## src/rtl/m_div_pkg.sv

```systemverilog
// Shared encodings for the M-extension restoring divider: mux selects, opcodes and FSM states.
// Used by the division controller and the R/D/Z register bank.
package m_div_pkg;

    localparam int unsigned MUX_R_W = 2;
    localparam int unsigned MUX_D_W = 2;
    localparam int unsigned MUX_Z_W = 2;

    localparam logic [MUX_R_W-1:0] MUX_R_KEEP     = 2'd0;
    localparam logic [MUX_R_W-1:0] MUX_R_A        = 2'd1;
    localparam logic [MUX_R_W-1:0] MUX_R_A_NEG    = 2'd2;
    localparam logic [MUX_R_W-1:0] MUX_R_SUB_KEEP = 2'd3;

    localparam logic [MUX_D_W-1:0] MUX_D_KEEP  = 2'd0;
    localparam logic [MUX_D_W-1:0] MUX_D_B     = 2'd1;
    localparam logic [MUX_D_W-1:0] MUX_D_B_NEG = 2'd2;
    localparam logic [MUX_D_W-1:0] MUX_D_SHR   = 2'd3;

    localparam logic [MUX_Z_W-1:0] MUX_Z_KEEP    = 2'd0;
    localparam logic [MUX_Z_W-1:0] MUX_Z_ZERO    = 2'd1;
    localparam logic [MUX_Z_W-1:0] MUX_Z_SHL_ADD = 2'd2;

    // bit0 = unsigned, bit1 = remainder
    localparam logic [1:0] OP_DIV  = 2'b00;
    localparam logic [1:0] OP_DIVU = 2'b01;
    localparam logic [1:0] OP_REM  = 2'b10;
    localparam logic [1:0] OP_REMU = 2'b11;

    typedef enum logic [1:0] {
        StIdle = 2'd0,
        StInit = 2'd1,
        StIter = 2'd2,
        StDone = 2'd3
    } div_state_e;

endpackage

```

## src/rtl/m_div_controller.sv

```systemverilog
// Sequencing FSM for the restoring divider: load, ITERATIONS shift/subtract steps, result handshake.
// Optional macro M_DIV_ZERO_BYPASS_EN skips the iterations when the divisor is zero.
module m_div_controller
    import m_div_pkg::*;
#(
    parameter int unsigned ITERATIONS = 32,
    parameter int unsigned CNT_W      = $clog2(ITERATIONS + 1)
) (
    input  logic               i_clk,
    input  logic               i_reset,
    input  logic               i_start,
    input  logic [1:0]         i_op,
    input  logic               i_rs1_msb,
    input  logic               i_rs2_msb,
    input  logic               i_rs2_is_zero,
    input  logic               i_flush,
    input  logic               i_result_ready,
    output logic [MUX_R_W-1:0] o_mux_r,
    output logic [MUX_D_W-1:0] o_mux_d,
    output logic [MUX_Z_W-1:0] o_mux_z,
    output logic               o_busy,
    output logic               o_result_valid,
    output logic               o_result_sel_rem,
    output logic               o_result_negate,
    output logic               o_result_dz
);

    div_state_e       r_state;
    div_state_e       w_state_d;
    logic [CNT_W-1:0] r_cnt;
    logic [1:0]       r_op;
    logic             r_rs1_msb;
    logic             r_rs2_msb;
    logic             r_rs2_zero;
    logic             r_valid;
    logic             r_sel_rem;
    logic             r_negate;
    logic             r_dz;
    logic             w_latch;
    logic             w_signed;
    logic             w_done_entry;

    assign w_signed     = ~r_op[0];
    assign w_done_entry = (w_state_d == StDone) && (r_state != StDone);

    always_ff @(posedge i_clk) begin
        if (i_reset) begin
            r_state <= StIdle;
        end else begin
            r_state <= w_state_d;
        end
    end

    always_comb begin
        w_state_d = r_state;
        w_latch   = 1'b0;
        if (i_flush) begin
            w_state_d = StIdle;
        end else begin
            case (r_state)
                StIdle: begin
                    if (i_start) begin
                        w_state_d = StInit;
                        w_latch   = 1'b1;
                    end
                end
                StInit: begin
`ifdef M_DIV_ZERO_BYPASS_EN
                    w_state_d = r_rs2_zero ? StDone : StIter;
`else
                    w_state_d = StIter;
`endif
                end
                StIter: begin
                    if (r_cnt == CNT_W'(ITERATIONS - 1)) begin
                        w_state_d = StDone;
                    end
                end
                StDone: begin
                    // A new request may ride on the same cycle as the result handshake.
                    if (i_result_ready) begin
                        w_state_d = i_start ? StInit : StIdle;
                        w_latch   = i_start;
                    end
                end
                default: w_state_d = StIdle;
            endcase
        end
    end

    always_comb begin
        o_mux_r = MUX_R_KEEP;
        o_mux_d = MUX_D_KEEP;
        o_mux_z = MUX_Z_KEEP;
        case (r_state)
            StInit: begin
                o_mux_r = (w_signed && r_rs1_msb) ? MUX_R_A_NEG : MUX_R_A;
                o_mux_d = (w_signed && r_rs2_msb) ? MUX_D_B_NEG : MUX_D_B;
                o_mux_z = MUX_Z_ZERO;
            end
            StIter: begin
                o_mux_r = MUX_R_SUB_KEEP;
                o_mux_d = MUX_D_SHR;
                o_mux_z = MUX_Z_SHL_ADD;
            end
            default: ;
        endcase
    end

    always_ff @(posedge i_clk) begin
        if (i_reset) begin
            r_cnt <= '0;
        end else if (r_state == StInit) begin
            r_cnt <= '0;
        end else if (r_state == StIter) begin
            r_cnt <= r_cnt + 1'b1;
        end
    end

    always_ff @(posedge i_clk) begin
        if (i_reset) begin
            r_op       <= 2'b00;
            r_rs1_msb  <= 1'b0;
            r_rs2_msb  <= 1'b0;
            r_rs2_zero <= 1'b0;
        end else if (w_latch) begin
            r_op       <= i_op;
            r_rs1_msb  <= i_rs1_msb;
            r_rs2_msb  <= i_rs2_msb;
            r_rs2_zero <= i_rs2_is_zero;
        end
    end

    // Result controls are captured on DONE entry so they stay frozen under backpressure.
    always_ff @(posedge i_clk) begin
        if (i_reset) begin
            r_valid   <= 1'b0;
            r_sel_rem <= 1'b0;
            r_negate  <= 1'b0;
            r_dz      <= 1'b0;
        end else begin
            r_valid <= (w_state_d == StDone);
            if (w_done_entry) begin
                r_sel_rem <= r_op[1];
                r_negate  <= w_signed & (r_op[1] ? r_rs1_msb
                                                 : ((r_rs1_msb ^ r_rs2_msb) & ~r_rs2_zero));
                r_dz      <= r_rs2_zero & ~r_op[1];
            end
        end
    end

    assign o_busy           = (r_state != StIdle);
    assign o_result_valid   = r_valid;
    assign o_result_sel_rem = r_sel_rem;
    assign o_result_negate  = r_negate;
    assign o_result_dz      = r_dz;

endmodule

```

## config.mk

```make
export PLATFORM = sky130hd
export DESIGN_NAME = m_div_controller
export DESIGN_NICKNAME = d
export VERILOG_FILES = /design/src/rtl/m_div_pkg.sv /design/src/rtl/m_div_controller.sv
export SDC_FILE = /design/constraint.sdc
export NUM_CORES = 1
export LEC_CHECK = 0
export ABC_AREA = 0
export CORE_UTILIZATION = 49
export CTS_BUF_LIST = sky130_fd_sc_hd__clkbuf_16
export CTS_CLUSTER_DIAMETER = 50
export DETAILED_ROUTE_END_ITERATION = 6
export PLACE_DENSITY = 0.78
export SLEW_MARGIN = 10
export SYNTH_ARGS = -nofsm -noshare
export SYNTH_HDL_FRONTEND = slang
export SYNTH_SLANG_ARGS = --single-unit
```

## constraint.sdc

```tcl
create_clock -name i_clk -period 2.1 [get_ports i_clk]
set_input_delay 0.21 -clock i_clk [delete_from_list [all_inputs] [get_ports i_clk]]
set_output_delay 0.21 -clock i_clk [all_outputs]
set_load 0.005 [all_outputs]
```

==> flow_summary_export.csv <==
group,metric,value,unit
run_status,status,"completed",
drt,vias,773,
logic_synthesis,ys_types,32,
drt,wire_per_inst,13.26,µm
sta,max_slew_margin,66.71,%
finish,instances_no_fill,152,
clock_tree,clk_pin_slew_worst_paths,50,ps
clock_tree,cts_made_buffers,3,
worst_setup_path,r2r-start,"r_cnt[0]",
floorplan,rows,15,
finish,syn_to_final_growth,38.14,%
power,p_leak,0.0005178,µW
drt,drc_errors,0,
worst_setup_path,path_class,"reg2reg",
drt,first_pass_iters,4,
worst_setup_path,reg2reg_slack,120,ps
worst_setup_path,path_buf_inv,0,
worst_hold_path,holdPathStages,2,
worst_setup_path,crit_path_start_kind,"flip-flop",
power,powerDensity,609.0,nW/µm²
sta,layout_min_cycle_time,1978,ps
sta,setup_viol,0,
finish,seq_area,341.6,µm²
logic_synthesis,ys_seq_area_share,35.65,%
worst_hold_path,hold_end,"o_result_dz",
floorplan,core,1783,µm²
clock_tree,htreeDepth,1,
floorplan,die_area,2129,µm²
place,place_inst,148,
flow_run,maxCapViolations,0,
floorplan,initial_core_util,53.54,%
worst_hold_path,min_path_type,"reg2reg",
sta,finalMaxSlewViolations,0,
worst_setup_path,worst-path-max-fanout,6,
logic_synthesis,syn_nets,119,
drt,ant_nets,0,
finish,multi_input_area,606.8,µm²
sta,finalHoldViolations,0,
sta,max_freq,505.5,MHz
worst_setup_path,crit_chain,"ha_1, nand4_2, or3b_4, a311oi_4, and2_4, o21ai_2",
finish,layout.nets,145,
finish,drive_gt1_share,22.05,%
drt,wl,2015,µm
clock_tree,cts_setup_buffers,0,
worst_hold_path,hp-start,"o_result_dz",
place,portBuffers,20,
global_routing,antenna_found_initial,0,
place,dp_hpwl,1510,µm
global_routing,grt_pass1_wl,3415,µm
place,gp_congestion,0.7820,
place,dp_slack,135.3,ps
worst_setup_path,crit_slowest_cell,"or3b_4",
clock_tree,cts_buffer_depth,2,
logic_synthesis,synth-edff-count,0,
finish,final_cell_mix,"19 x clkdlybuf4s50_1, 16 x dfxtp_1, 13 x nor2_1",
logic_synthesis,yosys_warnings,0,
sta,fin_setup_tns,0,ps
clock_tree,cts_sinks,17,
floorplan,ios,21,
floorplan,die_x,46.14,µm
global_routing,grt_pass1_vias,774,
global_routing,grt_util_all_layers,22.47,%
power,max-vdd-ir-drop,387.1,µV
worst_setup_path,crit_family,"simple AND/OR/NAND/NOR gates",
clock_tree,cts_tree,"yes",
floorplan,die_h,46.14,µm
clock_tree,root_buffer,"clkbuf_16",
power,p_total,803.1,µW
sta,fin_worst_skew,1.221,ps
worst_setup_path,worstPathArrival,2120,ps
worst_setup_path,end_kind,"flip-flop",
finish,final_common_cell,"clkdlybuf4s50_1",
logic_synthesis,synthFlopType,"dfxtp_1",
worst_setup_path,cp_slowest_stage_delay,430,ps
worst_setup_path,required,2240,ps
logic_synthesis,synth_cells,102,
drt,viasPerCell,5.086,
logic_synthesis,ys_ff_latch,17,
logic_synthesis,netlist_area,954.7,µm²
clock_tree,post_cts_resized,2,
sta,grt_setup_unrepaired,"false",
finish,diodes,0,
drt,drtIter0Drc,14,
global_routing,grt_overflow_total,0,
sta,post-route-period-util,94.21,%
worst_setup_path,reg2reg_depth,6,
logic_synthesis,async_reset_ff_share,0,%
worst_setup_path,rr_endpoint,"o_result_sel_rem",
logic_synthesis,avgSynthCellArea,9.359,µm²
clock_tree,clkLatencyLatePin,240,ps
global_routing,grt_max_degree,16,
sta,tightest_slew,497.8,ps
finish,n_fill_cell,135,
clock_tree,ctsHoldBuffers,0,
sta,setup_slack,121.6,ps
cells in the mapped netlist (all sizes together) (2+ instances only):
library cell	number	area share [%]
clkbuf	3	1.2
nand2b	3	2.0
xor2	4	3.7
nor2	13	5.1
mux2i	6	6.3
nor3b	3	2.9
nand2	2	0.79
a21oi	4	2.1
dfxtp	17	36
nor3	2	1.0
o21ai	7	4.8
a311oi	2	4.3
inv	7	2.8
a21boi	2	1.6
nor2b	5	3.3
nand4	4	3.3
ha	7	9.2
flip-flops by register name, indices dropped and copies added (netlist names):
signal	flops
r_cnt	6
r_op	2
r_state	2
o_result_dz	1
o_result_negate	1
o_result_sel_rem	1
o_result_valid	1
r_rs1_msb	1
r_rs2_msb	1
r_rs2_zero	1
final cells by class:
cell class,count,area share (%)
sequential,17,25.90
clock inverter,1,0.3795
multi-input combinational,75,46.02
inverter,7,1.992
tap,25,2.372
clock buffer,3,5.693
timing repair buffer,24,17.65
cell families after synthesis:
kind of cell	after synthesis	share of synthesized area [%]
buffers and inverters	10	3.932
adder cells (fa/ha/maj)	7	9.174
AND/OR/NAND/NOR	40	25.82
multiplexers	6	6.291
XOR/XNOR	5	4.587
AO/OA/AOI/OAI	17	14.55
flip-flops	17	35.65
worst reg2reg max path: stages (launching register included):
cell and delay [ps]:
dfxtp_1 380, ha_1 210, nand4_2 130, or3b_4 430
a311oi_4 410, and2_4 250, o21ai_2 60
where the power goes:
group          internal (µW)  switching [µW]
logic                   51.6            40.7
registers                329            6.70
clock network            254             120
total                    636             168
layer usage:
metal / GRT usage (%) / share of wire, %
met5: 0 / 0
met4: 7.059 / 0.30
met3: 3.922 / 3.0
met2: 37.18 / 49
met1: 29.43 / 47
worst max path at each step:
stage               start          endpoint  slack (ps)  cells after the start
3_3_place_gp   r_state[1]  o_result_sel_rem         220                      6
5_1_grt          r_cnt[0]   o_result_negate           3                      6
6_report         r_cnt[0]  o_result_sel_rem         120                      6
2_1_floorplan  r_state[0]       o_result_dz         150                      8
4_1_cts        r_state[1]        o_mux_r[1]          10                      6
3_5_place_dp   r_state[1]  o_result_sel_rem         140                      6
per-stage QoR:
stage / hold slack (ps) / utilization, % / instance area [µm²]
6_report: 485.9 / 73.96 / 1319
3_5_place_dp: 476.9 / 67.58 / 1205
2_1_floorplan: 289.3 / - / 954.7
5_1_grt: 503.8 / 73.96 / 1319
4_1_cts: 484.6 / 72.28 / 1289
3_3_place_gp: 470.4 / 67.58 / 1205
Note: power is estimated with default switching activity, not from simulation.
